--- src/rtl/conv_stream_kxk.sv ---
// conv_stream_kxk
// Streaming KxK 2-D convolution. Each accepted beat is one image column of K
// pixels; the block keeps a K-column sliding window and multiplies it by a
// runtime-loadable KxK kernel (reset kernel = all ones, i.e. a box sum).
// The first K-1 columns of every row are warm-up and produce no output.
//
// Ports:
//   clk, rst        clock (rising edge), asynchronous active-high reset
//   flush           synchronous clear of window counter and pipeline valids
//   w_we/w_addr/w_data  kernel write, index r*K+c (c=0 oldest column)
//   in_valid/in_ready/in_col   column input; lane r = in_col[(K-r)*DW-1 -: DW]
//   out_valid/out_ready/out_data/out_last  result output, last = end of row
module conv_stream_kxk #(
  parameter int DATA_WIDTH = 8,
  parameter int K          = 3,
  parameter int IMG_WIDTH  = 224,
  parameter int ACC_WIDTH  = 20,
  parameter int SIGNED     = 0
) (
  input  logic                         clk,
  input  logic                         rst,
  input  logic                         flush,
  input  logic                         w_we,
  input  logic [$clog2(K*K)-1:0]       w_addr,
  input  logic [DATA_WIDTH-1:0]        w_data,
  input  logic                         in_valid,
  output logic                         in_ready,
  input  logic [K*DATA_WIDTH-1:0]      in_col,
  output logic                         out_valid,
  input  logic                         out_ready,
  output logic [ACC_WIDTH-1:0]         out_data,
  output logic                         out_last
);

  localparam int KK = K * K;
  localparam int PW = 2 * DATA_WIDTH;
  localparam int CW = $clog2(IMG_WIDTH);

  logic [DATA_WIDTH-1:0]  w_q [KK];
  logic [DATA_WIDTH-1:0]  w_d [KK];
  logic [CW-1:0]          col_cnt_q, col_cnt_d;
  logic [DATA_WIDTH-1:0]  win_p0_q [K][K];
  logic [DATA_WIDTH-1:0]  win_p0_d [K][K];
  logic                   vld_p0_q, vld_p0_d, last_p0_q, last_p0_d;
  logic signed [PW-1:0]   prod_p1_q [KK];
  logic signed [PW-1:0]   prod_p1_d [KK];
  logic                   vld_p1_q, vld_p1_d, last_p1_q, last_p1_d;
  logic [ACC_WIDTH-1:0]   out_data_q, out_data_d;
  logic                   vld_p2_q, vld_p2_d, last_p2_q, last_p2_d;
  logic                   en, acc_col;
  logic signed [ACC_WIDTH-1:0] sum;

  function automatic logic signed [PW-1:0] mult(input logic [DATA_WIDTH-1:0] a,
                                                input logic [DATA_WIDTH-1:0] b);
    logic signed [PW-1:0] ps;
    logic [PW-1:0]        pu;
    if (SIGNED != 0) begin
      ps = PW'($signed(a)) * PW'($signed(b));
      return ps;
    end else begin
      pu = PW'(a) * PW'(b);
      return signed'(pu);
    end
  endfunction

  // Products are extended by their own signedness; a narrow ACC_WIDTH keeps LSBs.
  function automatic logic signed [ACC_WIDTH-1:0] ext_prod(input logic signed [PW-1:0] p);
    if (SIGNED != 0) return ACC_WIDTH'(p);
    else             return signed'(ACC_WIDTH'($unsigned(p)));
  endfunction

  // Single advance enable: the whole pipeline freezes while the output is stalled.
  assign en       = !vld_p2_q || out_ready;
  assign in_ready = en;
  assign acc_col  = in_valid && en && !flush;

  always_comb begin
    w_d        = w_q;
    col_cnt_d  = col_cnt_q;
    win_p0_d   = win_p0_q;
    vld_p0_d   = vld_p0_q;
    last_p0_d  = last_p0_q;
    prod_p1_d  = prod_p1_q;
    vld_p1_d   = vld_p1_q;
    last_p1_d  = last_p1_q;
    out_data_d = out_data_q;
    vld_p2_d   = vld_p2_q;
    last_p2_d  = last_p2_q;
    sum        = '0;

    // Kernel writes are independent of flush and of pipeline stalls.
    if (w_we && (int'(w_addr) < KK)) w_d[w_addr] = w_data;

    for (int i = 0; i < KK; i++) sum = sum + ext_prod(prod_p1_q[i]);

    if (flush) begin
      col_cnt_d = '0;
      vld_p0_d  = 1'b0;
      vld_p1_d  = 1'b0;
      vld_p2_d  = 1'b0;
      last_p0_d = 1'b0;
      last_p1_d = 1'b0;
      last_p2_d = 1'b0;
    end else if (en) begin
      // stage 0: window shift and eligibility
      vld_p0_d  = 1'b0;
      last_p0_d = 1'b0;
      if (acc_col) begin
        for (int r = 0; r < K; r++) begin
          for (int c = 0; c < K - 1; c++) win_p0_d[r][c] = win_p0_q[r][c+1];
          win_p0_d[r][K-1] = in_col[(K-r)*DATA_WIDTH-1 -: DATA_WIDTH];
        end
        vld_p0_d  = (col_cnt_q >= CW'(K - 1));
        last_p0_d = (col_cnt_q == CW'(IMG_WIDTH - 1));
        col_cnt_d = last_p0_d ? '0 : col_cnt_q + CW'(1);
      end
      // stage 1: products, weights sampled at this edge
      for (int r = 0; r < K; r++)
        for (int c = 0; c < K; c++)
          prod_p1_d[r*K+c] = mult(win_p0_q[r][c], w_q[r*K+c]);
      vld_p1_d  = vld_p0_q;
      last_p1_d = last_p0_q;
      // stage 2: adder tree into the output register
      out_data_d = sum;
      vld_p2_d   = vld_p1_q;
      last_p2_d  = last_p1_q;
    end
  end

  always_ff @(posedge clk or posedge rst) begin
    if (rst) begin
      for (int i = 0; i < KK; i++) w_q[i] <= DATA_WIDTH'(1);
      col_cnt_q  <= '0;
      vld_p0_q   <= 1'b0;
      last_p0_q  <= 1'b0;
      vld_p1_q   <= 1'b0;
      last_p1_q  <= 1'b0;
      out_data_q <= '0;
      vld_p2_q   <= 1'b0;
      last_p2_q  <= 1'b0;
    end else begin
      w_q        <= w_d;
      col_cnt_q  <= col_cnt_d;
      vld_p0_q   <= vld_p0_d;
      last_p0_q  <= last_p0_d;
      vld_p1_q   <= vld_p1_d;
      last_p1_q  <= last_p1_d;
      out_data_q <= out_data_d;
      vld_p2_q   <= vld_p2_d;
      last_p2_q  <= last_p2_d;
    end
  end

  // Window and product registers carry no reset; their valids gate them.
  always_ff @(posedge clk) begin
    win_p0_q  <= win_p0_d;
    prod_p1_q <= prod_p1_d;
  end

  assign out_valid = vld_p2_q;
  assign out_last  = last_p2_q;
  assign out_data  = out_data_q;

endmodule

--- config.mk ---
export PLATFORM = sky130hd
export DESIGN_NAME = conv_stream_kxk
export DESIGN_NICKNAME = d
export VERILOG_FILES = /design/src/rtl/conv_stream_kxk.sv
export SDC_FILE = /design/constraint.sdc
export NUM_CORES = 2
export LEC_CHECK = 0
export CORE_AREA = 2 2 288 176
export CTS_BUF_LIST = sky130_fd_sc_hd__clkbuf_8 sky130_fd_sc_hd__clkbuf_16
export DETAILED_ROUTE_END_ITERATION = 12
export DIE_AREA = 0 0 290 178
export HOLD_SLACK_MARGIN = 0.15
export PLACE_DENSITY = 0.95
export RECOVER_POWER = 100
export SLEW_MARGIN = 5
export SYNTH_ARGS = -nofsm -noshare
export SYNTH_HDL_FRONTEND = slang
export SYNTH_SLANG_ARGS = --single-unit
--- constraint.sdc ---
create_clock -name clk -period 9.1 [get_ports clk]
set_input_delay 1.82 -clock clk [delete_from_list [all_inputs] [get_ports clk]]
set_output_delay 1.82 -clock clk [all_outputs]
set_load 0.05 [all_outputs]
==> flow_summary.json <==
{
  "status": "finished with violations",
  "failed_checks": "capacitance limit, slew limit",
  "finClkSkew_ns": 0.0131,
  "maxSlewViolCount": 210,
  "fin_nets": 4016,
  "fillers": 3077,
  "synthFlopType": "edfxtp_1",
  "cts_tree": "done",
  "ys_ff_latch": 322,
  "die_area_um2": 51600,
  "clk_pin_slew_worst_paths_ns": 0.06,
  "clock.fmax_ghz": 0.154,
  "setup_violations": 0,
  "start_util_pct": 67.4,
  "synth_edf_count": 216,
  "syn_area_um2": 33000,
  "min_path_type": "reg -> reg",
  "reg2reg_from": "win_p0_q[61]",
  "gp_congestion": 0.944,
  "syn_avg_cell_area_um2": 10.7,
  "final_common_cell": "inv_1",
  "critical-path-max-stage-delay_ns": 2.31,
  "grt_max_degree": 81,
  "cp.required_ns": 9.26,
  "ctsResizeCount": 0,
  "maxCapViolations": 6,
  "vias": 23500,
  "period_share_pct": 71.2,
  "crit_family": "simple AND/OR/NAND/NOR gates",
  "antenna_found_initial": 3,
  "worst_pin_slew_ns": 2.81,
  "finalCriticalPeriod_ns": 6.48,
  "crit_type": "in -> reg",
  "yosysWarnings": 0,
  "via_per_inst": 6.08,
  "final_hold_viol_count": 0,
  "whs_endpoint": "out_data[2]",
  "synthCells": 3099,
  "maxSlewHeadroom_pct": -88.3,
  "path_buf_inv": 4,
  "drc": 0,
  "rsz0062_at_grt": "false",
  "synth.distinct_cells": 67,
  "fp-row-count": 63,
  "whs_path_depth": 2,
  "path_cells": "dlygate4sd3_1 > nor2b_1 > inv_1 > nand2b_1 > clkbuf_1 > nor2_1 > buf_4",
  "grt_overflow": 0,
  "grt_pass1_vias": 24700,
  "hold_path.startpoint": "out_data[2]",
  "grtUsageTotal_pct": 34.6,
  "htree_levels": 2,
  "timing.critical_path.from": "out_ready",
  "fp.dieH_um": 178,
  "wl_per_cell_um": 22.2,
  "cp-start-kind": "input port",
  "core-area_um2": 49000,
  "r2r-end": "prod_p1_q[125]",
  "cts_hold_buf": 0,
  "final_layout_size_suffix_gt1_share_pct": 4.57,
  "wirelength_um": 85800,
  "layout_common_cells": "inv_1, fa_1, and2_1, ha_1, edfxtp_1",
  "worstPathMaxFanout": 46,
  "synth_nets": 3922,
  "syn_to_final_growth_pct": 7.78,
  "post_cts.repair.setup_buffers": 0,
  "endpoint_kind": "register",
  "ant_nets": 0,
  "finalSetupTns_ns": 0,
  "worstSkewPairLatency_ns": 0.54,
  "async_flop_share_pct": 32.9,
  "clockBufferDepth": 3,
  "drt_iter0_drc": 2878,
  "ff2ff_setup_slack_ns": 3.78,
  "portBuffers": 64,
  "worstRegToRegCells": 16,
  "cts_inserted_buffers": 35,
  "fp.dieW_um": 290,
  "clock_sinks": 322,
  "drt_first_pass_iters": 6,
  "grt_first_pass_wirelength_um": 136000,
  "crit_path_top_delay_cell": "nor2_1",
  "dp_hpwl_um": 65400,
  "ys_seq_area_share_pct": 27.7,
  "ios": 65,
  "critPathArrivalTime_ns": 6.65,
  "cts-root-buf": "clkbuf_16"
}
[kinds of logic after synthesis]
family,count (synthesis),synth area share [%]
AO/OA/AOI/OAI,295,5.73
multiplexers,76,2.58
AND/OR/NAND/NOR,862,14.2
adder cells (fa/ha/maj),781,39.5
buffers and inverters,656,7.47
flip-flops,322,27.7
XOR/XNOR,107,2.84
[cells in the mapped netlist, types with 3 or more instances]
library cell / count / area, um^2
dfstp_2: 9 / 236
and3_1: 11 / 68.8
nor2b_1: 19 / 119
dfrtp_1: 97 / 2430
o21ai_0: 59 / 295
nor4_1: 6 / 37.5
a2111oi_0: 5 / 43.8
o21bai_1: 13 / 97.6
nor2_1: 61 / 229
xor2_1: 26 / 228
nand3b_1: 4 / 30.0
o211ai_1: 7 / 52.6
nand2_1: 213 / 800
fa_1: 434 / 8690
o21ai_1: 4 / 20.0
a211oi_1: 10 / 75.1
or3_1: 3 / 18.8
o21a_1: 16 / 120
inv_1: 640 / 2400
o31ai_1: 8 / 60.1
o31a_1: 5 / 43.8
a31oi_1: 13 / 81.3
o2111ai_1: 3 / 26.3
nand2b_1: 23 / 144
edfxtp_1: 216 / 6490
xnor2_1: 81 / 709
ha_1: 347 / 4340
mux2_2: 72 / 811
a211o_1: 4 / 35.0
nand3_1: 23 / 115
nand4_1: 9 / 56.3
a21boi_0: 6 / 45.0
a21o_1: 27 / 203
nor3b_1: 3 / 22.5
mux2i_1: 4 / 40.0
a21oi_1: 90 / 450
nor3_1: 26 / 130
and2_1: 451 / 2820
a31o_2: 4 / 35.0
clkbuf_1: 11 / 41.3
[layout make-up]
class                      count  area (um^2)  share of cell area [%]
multi-input combinational   2121        21400                    60.0
sequential                   322         9150                    25.7
inverter                     641         2410                    6.78
clock buffer                  39          953                    2.68
tap                          650          813                    2.29
timing repair buffer          72          694                    1.95
clock inverter                23          201                   0.566
antenna                        1         2.50                 0.00703
[worst max-delay path by stage]
stage                         endpoint  slack, ns  cells past startpoint
after global placement        in_ready       3.80                      4
after global routing      win_p0_q[46]       2.26                      7
after detailed placement      in_ready       3.77                      4
final                     win_p0_q[39]       2.62                      7
after CTS                     in_ready       3.76                      4
after floorplan            win_p0_q[0]       2.78                      7
[worst register-to-register path: stages (launching register included)]
cell and delay (ns):
edfxtp_1 0.55, and2_0 0.27, fa_1 0.54, inv_1 0.06, fa_1 0.53, inv_1 0.05, fa_1 0.48, inv_1 0.06
fa_1 0.47, inv_1 0.04, ha_1 0.31, o21a_1 0.12, o31a_1 0.12, or4_2 0.54, a31oi_1 0.45, mux2i_1 0.31
o2111ai_1 0.15
[sequential cells by signal, indices dropped and copies added, names as in the netlist]
register   flops
col_cnt_q      8
last_p0_q      1
out_valid      1
last_p1_q      1
prod_p1_q    144
vld_p1_q       1
vld_p0_q       1
out_data      20
w_q           72
out_last       1
win_p0_q      72
[stage by stage]
step	hold WS, ns	std cells	setup WS [ns]	util, %	cell area, um^2
after floorplan	0.466	3099	2.78	-	33000
after global placement	0.465	3806	3.80	70.4	34500
after detailed placement	0.472	3806	3.77	70.4	34500
after CTS	0.487	3868	3.76	72.8	35600
after global routing	0.512	3868	2.26	72.7	35600
final	0.481	3869	2.62	72.7	35600
[layer usage]
metal | track usage [%] | up-vias | wire, um
met5 | 0 | - | 14
met4 | 12.6 | 2 | 3450
met3 | 10.5 | 266 | 11600
met2 | 52.0 | 1493 | 36400
met1 | 48.1 | 11700 | 34300
li1 | - | 10100 | -
Power is not shown: default switching activity piles up to over one toggle a cycle in this logic, so the estimate is an artifact.
